### src/rtl/load_store_unit.sv
// Load/store unit: initiator side of the core's word-wide data-memory interface.
// Formats byte/half/word loads with sign/zero extension and performs read-modify-write
// for sub-word stores. The memory has a registered read address, so read data arrives
// one cycle after the address edge.
// Optional feature: define LSU_MISALIGN_CHECK_EN to reject misaligned half/word accesses
// with err=1 instead of silently aligning them down.
module load_store_unit #(
  parameter int unsigned DATA_WIDTH = 32,
  parameter int unsigned ADDR_WIDTH = 8
) (
  input  logic                  clk,
  input  logic                  rst,
  input  logic                  req,
  input  logic                  is_store,
  input  logic [2:0]            funct3,
  input  logic [31:0]           addr,
  input  logic [DATA_WIDTH-1:0] wdata,
  output logic                  ready,
  output logic                  done,
  output logic                  err,
  output logic [DATA_WIDTH-1:0] rdata,
  output logic [ADDR_WIDTH-1:0] mem_addr,
  output logic [DATA_WIDTH-1:0] mem_wdata,
  output logic                  mem_we,
  output logic                  mem_re,
  input  logic [DATA_WIDTH-1:0] mem_rdata
);

  // Byte address bits that matter: word address plus the two lane bits.
  localparam int unsigned AW = ADDR_WIDTH + 2;

  typedef enum logic [2:0] {StIdle, StLdAddr, StLdCap, StRmwAddr, StRmwMrg, StStWr} state_e;

  state_e                state_q, state_d;
  logic [AW-1:0]         addr_q, addr_d, addr_in;
  logic [2:0]            funct3_q, funct3_d;
  logic [DATA_WIDTH-1:0] wdata_q, wdata_d;
  logic [DATA_WIDTH-1:0] rdata_q, rdata_d;
  logic                  done_q, done_d;
  logic                  accept, bad_in, in_half, in_word;
  logic [7:0]            lane_b;
  logic [15:0]           lane_h;
  logic [DATA_WIDTH-1:0] load_ext, merged;

  // Upper address bits fall outside the memory and are deliberately dropped.
  logic unused_addr;
  assign unused_addr = ^addr[31:AW];

  assign in_half = (funct3[1:0] == 2'b01);
  assign in_word = funct3[1];
  assign accept  = req && (state_q == StIdle);

`ifdef LSU_MISALIGN_CHECK_EN
  logic err_q, err_d;

  assign bad_in = (in_half && addr[0]) || (in_word && (addr[1:0] != 2'b00));
  assign err_d  = accept && bad_in;
  assign err    = err_q;

  // Error flag register, pulses together with done
  always_ff @(posedge clk or posedge rst) begin
    if (rst) err_q <= 1'b0;
    else     err_q <= err_d;
  end
`else
  assign bad_in = 1'b0;
  assign err    = 1'b0;
`endif

  // Force the offset bits of halves and words to their natural alignment
  always_comb begin
    addr_in = addr[AW-1:0];
    if (in_half) addr_in[0]   = 1'b0;
    if (in_word) addr_in[1:0] = 2'b00;
  end

  // Lane extraction for loads and lane merge for sub-word stores
  always_comb begin
    lane_b = mem_rdata[{addr_q[1:0], 3'b000} +: 8];
    lane_h = mem_rdata[{addr_q[1], 4'b0000} +: 16];
    case (funct3_q[1:0])
      2'b00:   load_ext = {{24{~funct3_q[2] & lane_b[7]}}, lane_b};
      2'b01:   load_ext = {{16{~funct3_q[2] & lane_h[15]}}, lane_h};
      default: load_ext = mem_rdata;
    endcase
    merged = mem_rdata;
    if (funct3_q[1:0] == 2'b00) merged[{addr_q[1:0], 3'b000} +: 8] = wdata_q[7:0];
    else                        merged[{addr_q[1], 4'b0000} +: 16] = wdata_q[15:0];
  end

  // State register
  always_ff @(posedge clk or posedge rst) begin
    if (rst) state_q <= StIdle;
    else     state_q <= state_d;
  end

  // Next-state logic
  always_comb begin
    state_d = state_q;
    unique case (state_q)
      StIdle: begin
        if (accept && !bad_in) begin
          if (!is_store)    state_d = StLdAddr;
          else if (in_word) state_d = StStWr;
          else              state_d = StRmwAddr;
        end
      end
      StLdAddr:  state_d = StLdCap;
      StLdCap:   state_d = StIdle;
      StRmwAddr: state_d = StRmwMrg;
      StRmwMrg:  state_d = StStWr;
      StStWr:    state_d = StIdle;
      default:   state_d = StIdle;
    endcase
  end

  // Output decode
  always_comb begin
    ready  = 1'b0;
    mem_re = 1'b0;
    mem_we = 1'b0;
    unique case (state_q)
      StIdle:                                 ready  = 1'b1;
      StLdAddr, StLdCap, StRmwAddr, StRmwMrg: mem_re = 1'b1;
      StStWr:                                 mem_we = 1'b1;
      default:                                ready  = 1'b0;
    endcase
  end

  assign mem_addr  = addr_q[AW-1:2];
  assign mem_wdata = wdata_q;
  assign rdata     = rdata_q;
  assign done      = done_q;

  // Operand latching, merge capture, load capture and completion pulse
  always_comb begin
    addr_d   = addr_q;
    funct3_d = funct3_q;
    wdata_d  = wdata_q;
    rdata_d  = rdata_q;
    done_d   = (state_q == StLdCap) || (state_q == StStWr) || (accept && bad_in);
    if (accept && !bad_in) begin
      addr_d   = addr_in;
      funct3_d = funct3;
      wdata_d  = wdata;
    end
    if (state_q == StRmwMrg) wdata_d = merged;
    if (state_q == StLdCap)  rdata_d = load_ext;
  end

  // Datapath registers
  always_ff @(posedge clk or posedge rst) begin
    if (rst) begin
      addr_q   <= '0;
      funct3_q <= '0;
      wdata_q  <= '0;
      rdata_q  <= '0;
      done_q   <= 1'b0;
    end else begin
      addr_q   <= addr_d;
      funct3_q <= funct3_d;
      wdata_q  <= wdata_d;
      rdata_q  <= rdata_d;
      done_q   <= done_d;
    end
  end

endmodule

### config.mk
export PLATFORM = sky130hd
export DESIGN_NAME = load_store_unit
export DESIGN_NICKNAME = d
export VERILOG_FILES = /design/src/rtl/load_store_unit.sv
export SDC_FILE = /design/constraint.sdc
export NUM_CORES = 1
export LEC_CHECK = 0
export ABC_AREA = 1
export CORE_UTILIZATION = 35
export CTS_CLUSTER_SIZE = 25
export DETAILED_ROUTE_END_ITERATION = 6
export PLACE_DENSITY = 0.74
export SETUP_SLACK_MARGIN = 0.15
export SYNTH_ARGS = -nofsm -noshare
export SYNTH_HDL_FRONTEND = slang
export SYNTH_SLANG_ARGS = --single-unit
### constraint.sdc
create_clock -name clk -period 3.1 [get_ports clk]
set_input_delay 0.62 -clock clk [delete_from_list [all_inputs] [get_ports clk]]
set_output_delay 0.62 -clock clk [all_outputs]
set_load 0.005 [all_outputs]
---- Word-level counts from Yosys, hierarchy flattened ----
Index checks and enable logic that the tools add are counted.
word-level totals
  flip-flop bits (word level) ............. 81
  input bits .............................. 103
  output and inout bits ................... 77
  word-level logic and storage cells ...... 46
cells by class
  add/sub/neg operators ................... 2
  eq/ne operators ......................... 8
  shift operators ......................... 6
  muxes and demuxes ....................... 15
  bitwise operators ....................... 3
  reduce and logical (&&, ||, !) cells .... 6
operators by type and width
  cell                     count
  $mux 32                  3
  $bwmux 32                2
  $pmux 32 s2              1
  $shift 16x7->32 const A  1
  $shift 8x7->32 const A   1
  $shiftx 16x7->32         1
  $shiftx 32x6->16         1
  $shiftx 32x6->8          1
  $shiftx 8x7->32          1
  $neg 5->7                2
  $pmux 3 s4               1
  $mux 3                   3
  $eq 3x2->1 const B       2
  $eq 3x3->1 const B       2
  $eq 2x1->1 const B       2
  $mux 1                   4
  $reduce_or 4->1          1
  $eq 3x1->1 const B       1
  $logic_not 3->1          1
  $and 1x1->1              2
  $logic_not 2->1          1
  $mux 2                   1
  $ne 2x2->1 const B       1
  $reduce_bool 2->1        1
  other kinds (3)          3

---- Depth between registers and ports, before layout ----
Gate-level depths: netlist (run 1).
  word-level depth ........................ 5
  depth in mapped cells ................... 12
  mapped depth without buffers ............ 10

---- Worst setup path before layout (run 1) ----
OpenSTA, ideal clock, no wires.
  path type ............................... register to register
  start point ............................. register addr_q[1]
  end point ............................... register wdata_q[15] (netlist: mem_wdata[15])
  data arrival time ....................... 1.886 ns
  setup slack ............................. 1.149 ns
  stages on the path, launching flop included .. 12
  clock period less this slack ............ 1.951 ns
  cell sequence ........................... dfrtp_1 buf_2 inv_2 clkbuf_1 ha_1 clkbuf_1 nand2_1 o22ai_1 nand2_1 nand2_1 nand2_1 nand2_1
between the ends
  cells in the longest elaborated chain, start to end .. 5
  elaborated cells on any way between the ends .. 10
  classes of those cells .................. add/sub (2); shift (4); mux (4)
RTL lines
  what                                      RTL line  source
  start: declaration                        35        logic [AW-1:0] addr_q, addr_d, addr_in;
  start signal: assignment                  160       addr_q <= addr_d;
  $neg 5->7, on equally long branches       88, 87
  $shiftx 16x7->32 (tied with other cells)  88        else merged[{addr_q[1], 4'b0000} +: 16] = wdata_q[15:0];
  $bwmux 32, on equally long branches       88, 87
  $mux 32 *                                 87        if (funct3_q[1:0] == 2'b00) merged[{addr_q[1:0], 3'b000} +: 8] = wdata_q[7:0];
  $mux 32 *                                 147       if (state_q == StRmwMrg) wdata_d = merged;
  end signal: assignment                    162       wdata_q <= wdata_d;
  end: declaration                          37        logic [DATA_WIDTH-1:0] wdata_q, wdata_d;
Every way passes the cells marked *; elsewhere a longest branch is shown, timed or not.
A chain may end at the register's enable or synchronous reset.

---- Worst setup path in the final report (run 1) ----
  start point ............................. register state_q[1]
  end point ............................... output port mem_re
between the ends
  cells in the longest elaborated chain, start to end .. 3
  elaborated cells on any way between the ends .. 6
  classes of those cells .................. eq/ne (4); mux (1); reduce/logical (1)
RTL lines
  what                                RTL line  source
  start: declaration                  34        state_e state_q, state_d;
  start signal: assignment            93        if (rst) state_q <= StIdle;
  start signal: assignment            94        else state_q <= state_d;
  $eq 3x2->1 (tied with other cells)  122       unique case (state_q)
  $reduce_or 4->1 *                   122
  $mux 1 *                            122
  end: declaration                    25        output logic mem_re,
Marks and branches as above.

==> results.json, run 1 <==
{
  "reg2reg_setup_slack_ps": 860,
  "port_buffers": 156,
  "slew_violations": 0,
  "hold_end": "rdata[8]$_DFFE_PP0P_",
  "synthTopCellsByArea": "dfrtp_1 (39%), nand2_1 (19%), a21oi_1 (5.5%)",
  "vias": 5411,
  "hold_buffers": 0,
  "yosysMostFrequentCell": "nand2_1",
  "ant_nets": 0,
  "core_mm2": 0.0146,
  "drt-initial-drc-count": 486,
  "syn2layout_area_growth_pct": 35.3,
  "reg2regPathDepth": 7,
  "placed_cells": 1068,
  "fill_cells": 1480,
  "r2r-start": "addr_q[0]$_DFFE_PP0P_",
  "wl_per_cell_um": 15.1,
  "dieArea_mm2": 0.0155,
  "cts_tree": "done",
  "start_util_pct": 36.0,
  "syn_inst": 770,
  "period_needed_ps": 2610,
  "p_per_area_mw_per_mm2": 973,
  "post-place-ws_ps": 887,
  "synth_top_area_share_pct": 38.6,
  "synth_top_family_by_area": "simple AND/OR/NAND/NOR gates",
  "hold_depth": 2,
  "rows": 44,
  "power_mw": 6.91,
  "synth_xor_area_share_pct": 0,
  "critPathBufInv": 1,
  "insertion_delay_ps": 340,
  "start_kind": "register",
  "synthesis.area_mm2": 0.00525,
  "status": "finished, final reports clean",
  "ctsRootBufferMaster": "clkbuf_16",
  "fmax_mhz": 383,
  "path_max_fanout": 22,
  "seq_area_mm2": 0.00203,
  "gp_congestion": 0.879,
  "slowest_delay_ps": 520,
  "tightest_slew_ps": 596,
  "grt-ovfl-total": 0,
  "wl_mm": 16.3,
  "drc": 0,
  "nets": 1003,
  "ios": 180,
  "grt_max_degree": 54,
  "rsz0062_at_grt": "no",
  "worstHoldStart": "rdata[8]$_DFFE_PP0P_",
  "synthSimpleGateAreaFrac_pct": 33.2,
  "vias_per_cell": 5.00,
  "synth_fa_ha_area_share_pct": 1.19,
  "synthFlopType": "dfrtp_1",
  "synth_compound_area_share_pct": 16.2,
  "vdd_drop_max_uv": 545,
  "synth_edf_count": 0,
  "multi_input_area_mm2": 0.00266,
  "synth_cell_type_count": 39,
  "final_cells": 1082,
  "grt_pass1_vias": 5113,
  "ctsResizeCount": 0,
  "yosysSeqAreaShare_pct": 38.6,
  "dp_hpwl_mm": 12.0,
  "clkSinkCount": 81,
  "period_share_pct": 84.3,
  "finalHoldViolCount": 0,
  "avgSynthCellArea_um2": 6.81,
  "async_flop_share_pct": 100,
  "synth_mux_area_share_pct": 0,
  "p_leak_nw": 3.34,
  "yosysTopAreaCell": "dfrtp_1",
  "grt_first_pass_wirelength_mm": 26.6,
  "worst_ep_arrival_time_ps": 1990,
  "cts_buffer_depth": 2,
  "r2r_end": "mem_wdata[29]$_DFFE_PP0P_",
  "min_path_type": "reg2reg",
  "post-route-util_pct": 48.7,
  "slowest_stage": "clkdlybuf4s50_1",
  "drive_gt1_share_pct": 7.24,
  "slew_headroom_pct": 60.3,
  "path_class": "reg2out",
  "ys_top_cells_by_count": "nand2_1 (265), dfrtp_1 (81), inv_1 (63)",
  "fin_ws_ps": 486,
  "tns_ps": 0,
  "cts_htree_levels": 3,
  "required_ps": 2480,
  "cts_buffers": 9,
  "clkTransAtPathRegs_ps": 60,
  "worst_path_dominant_cell_family": "simple AND/OR/NAND/NOR gates",
  "num_antenna_cells": 0,
  "ys_seq_elements": 81,
  "die_x_um": 124,
  "cap_violations": 0,
  "end_kind": "primary output",
  "syn_nets": 878,
  "first_pass_iters": 5,
  "antenna_found_initial": 0,
  "postCtsSetupRepairBufs": 0,
  "grt_usage_pct": 21.6,
  "setup_viol": 0,
  "cp_cell_sequence": "nor2_2 -> nand2_2 -> nand2_1 -> clkdlybuf4s50_1",
  "finClkSkew_ps": 5.48,
  "yosys_warnings": 0,
  "die_y_um": 124
}
[metrics by stage]
stage                     hold slack (ps)  cell area [um2]
final                                 483             7100
after floorplan                       450             5250
after global routing                  503             7100
after detailed placement              468             6830
after CTS                             486             7100
after global placement                464             6830
[worst max path at each step]
stage / slack (ps) / cells after the start / end / start
2_1_floorplan: 400 / 1 / addr_q[0]$_DFFE_PP0P_ / rst
3_3_place_gp: 870 / 4 / mem_re / state_q[0]$_DFFE_PP0P_
3_5_place_dp: 890 / 9 / mem_wdata[1]$_DFFE_PP0P_ / req
4_1_cts: 490 / 4 / mem_re / state_q[0]$_DFFE_PP0P_
5_1_grt: 350 / 4 / mem_re / state_q[0]$_DFFE_PP0P_
6_report: 490 / 4 / mem_re / state_q[1]$_DFFE_PP0P_
[final cells by class]
class | count | share of cell area, %
sequential | 81 | 28.6
tap | 184 | 3.24
inverter | 75 | 4.16
clock buffer | 14 | 3.72
timing repair buffer | 163 | 22.9
multi-input combinational | 565 | 37.4
[power breakdown]
part | switching [mW] | internal [mW]
Clock | 0.412 | 0.579
Combinational | 2.11 | 1.81
Sequential | 0.402 | 1.59
[layout by cell type, fill, tap and decap left out, types with 9 or more instances in the layout]
cell / count
dfrtp_1: 81
nand3_1: 45
or2_2: 17
clkdlybuf4s50_1: 156
clkbuf_16: 9
a21oi_1: 58
o22ai_1: 15
nor2_1: 61
inv_1: 62
o21ai_0: 50
nand2_1: 265
o211ai_1: 9
[logic make-up (layout without fill, tap and decap cells)]
group | Yosys count | after routing
compound gates | 151 | 151
fa+ha+maj | 5 | 5
buf+inv | 124 | 252
flops | 81 | 81
other cells | 1 | 1
simple gates | 408 | 408
[metal layers]
metal | up-vias | global-route usage (%) | part of all wire [%] | wire length, um
met5 | - | 0 | 0 | 0
met1 | 2467 | 28.7 | 44 | 7170
met3 | 24 | 6.31 | 9.3 | 1520
met4 | 0 | 7.09 | 1.9 | 309
met2 | 236 | 33.6 | 45 | 7340
li1 | 2684 | - | - | -
[flip-flops by register name, indices dropped and copies added, names as in the netlist]
name / count
addr_q: 10
funct3_q: 3
mem_wdata: 32
done: 1
rdata: 32
state_q: 3
[worst register-to-register path, cell delays in order, from the launching register on]
cell      delay [ps]
dfrtp_1          580
inv_1            280
ha_1             290
inv_1            320
nand3_1          200
o21ai_0          190
nand3_1          130
a21boi_0         170
Power figures use the tool's default switching activity.
==> run 2: changes to the inputs <==
==> constraint.sdc (replaced) <==
create_clock -name clk -period 2.7 [get_ports clk]
set_input_delay 0.54 -clock clk [delete_from_list [all_inputs] [get_ports clk]]
set_output_delay 0.54 -clock clk [all_outputs]
set_load 0.005 [all_outputs]
==> run 2 against run 1 <==
- sequential share of layout area decreased by 0.28 points
- worst hold slack got worse by 3.9 ps
- largest cell class unchanged
- global-route usage is 0.14 points higher
- largest power group unchanged
- first-iteration DRC count up 8.8%
- die area is the same
- sequential cell count is the same
- final area grew 1.0%
- utilization is 0.49 points higher
==> results.json, run 2 (synthesis results as in run 1) <==
{
  "clkTransAtPathRegs_ps": 60,
  "syn2layout_area_growth_pct": 36.7,
  "grt_max_degree": 73,
  "vias": 5410,
  "drt-initial-drc-count": 529,
  "ant_nets": 0,
  "die_x_um": 124,
  "antenna_found_initial": 0,
  "r2r-start": "addr_q[0]$_DFFE_PP0P_",
  "tns_ps": 0,
  "core_mm2": 0.0146,
  "p_per_area_mw_per_mm2": 1130,
  "crit_path_end": "mem_re",
  "cp-startpoint": "state_q[0]$_DFFE_PP0P_",
  "dieArea_mm2": 0.0155,
  "cts_buffers": 9,
  "min_path_type": "in2async",
  "rsz0062_at_grt": "no",
  "clkSinkCount": 81,
  "grt_usage_pct": 21.8,
  "p_leak_nw": 3.38,
  "insertion_delay_ps": 350,
  "end_kind": "primary output",
  "ctsResizeCount": 0,
  "layout_common_cells": "nand2_1 (265), clkdlybuf4s50_1 (156), dfrtp_1 (81)",
  "mostFrequentLayoutCell": "nand2_1",
  "dp_hpwl_mm": 11.9,
  "path_class": "reg2out",
  "cts_buffer_depth": 2,
  "port_buffers": 156,
  "status": "finished, final reports clean",
  "grt_pass1_vias": 5036,
  "ctsRootBufferMaster": "clkbuf_16",
  "wl_mm": 16.4,
  "ios": 180,
  "nets": 1008,
  "fmax_mhz": 422,
  "grt-ovfl-total": 0,
  "finalHoldViolCount": 0,
  "slew_headroom_pct": 60.1,
  "die_y_um": 124,
  "gp_congestion": 0.876,
  "vias_per_cell": 4.97,
  "drc": 0,
  "hold_buffers": 0,
  "period_share_pct": 87.7,
  "worst_ep_arrival_time_ps": 1830,
  "num_antenna_cells": 0,
  "r2r_end": "mem_wdata[29]$_DFFE_PP0P_",
  "start_util_pct": 36.0,
  "fill_cells": 1453,
  "cts_tree": "done",
  "cap_violations": 0,
  "finClkSkew_ps": 12.2,
  "rows": 44,
  "hold_ws_ps": 479,
  "period_needed_ps": 2370,
  "path_max_fanout": 17,
  "reg2regPathDepth": 7,
  "first_pass_iters": 5,
  "slew_violations": 0,
  "setup_viol": 0,
  "reg2reg_setup_slack_ps": 460,
  "postCtsSetupRepairBufs": 0,
  "vdd_drop_max_uv": 522,
  "wl_per_cell_um": 15.1,
  "drive_gt1_share_pct": 7.96,
  "grt_first_pass_wirelength_mm": 26.6,
  "tightest_slew_ps": 598,
  "cts_htree_levels": 3,
  "start_kind": "register",
  "required_ps": 2160
}
run 2: cell count changes in the layout (fill, tap and decap cells not counted), sizes merged:
cell / delta
buf: +5
bufinv: +1
clkbuf: -1
clkinv: +1
clkinvlp: +1
run 2: worst max-delay path: stages, from the launching register on:
cell and delay (ps):
dfrtp_1 420, nor2_2 230, nand2_4 200, nand2_1 120, clkdlybuf4s50_1 510
run 2: worst min-delay path by stage:
stage	startpoint	end	slack (ps)
global placement	mem_wdata[16]$_DFFE_PP0P_	mem_wdata[16]$_DFFE_PP0P_	460
global route	rst	done$_DFF_PP0_	490
finish	rst	done$_DFF_PP0_	480
floorplan	addr_q[2]$_DFFE_PP0P_	addr_q[2]$_DFFE_PP0P_	450
CTS	rst	done$_DFF_PP0_	480
detailed placement	mem_wdata[19]$_DFFE_PP0P_	mem_wdata[19]$_DFFE_PP0P_	470
run 2: power breakdown:
part           internal [mW]  total (mW)  switching (mW)
Clock                  0.740        1.25           0.505
Sequential              1.82        2.30           0.478
Combinational           2.11        4.54            2.43
Total                   4.68        8.09            3.41
run 2: metal layers:
| layer | vias to the layer above | GRT usage, % | part of all wire [%] |
|---|---|---|---|
| met5 | - | 0 | 0 |
| met4 | 0 | 5.32 | 1.1 |
| met3 | 15 | 7.30 | 9.2 |
| met2 | 226 | 34.3 | 46 |
| met1 | 2472 | 28.6 | 44 |
| li1 | 2697 | - | - |
run 2: cell type report:
class	count	area (um2)	share of cell area (%)
Clock buffer	13	250	3.49
Clock inverter	3	40.0	0.558
Inverter	75	298	4.15
Multi-Input combinational cell	565	2660	37.1
Sequential cell	81	2030	28.3
Tap cell	184	230	3.21
Timing Repair Buffer	168	1660	23.2
run 2: per-stage QoR:
step | total power, mW | area [um2] | worst slack (ps) | cells | util (%)
4_1_cts | 8.12 | 7160 | 213 | 1089 | 49.1
3_5_place_dp | 6.82 | 6870 | 511 | 1073 | 47.1
6_report | 8.09 | 7170 | 332 | 1089 | 49.1
5_1_grt | 8.80 | 7170 | 175 | 1089 | 49.1
3_3_place_gp | 6.76 | 6870 | 562 | 1073 | 47.1
2_1_floorplan | 5.02 | 5250 | 749 | 770 | -
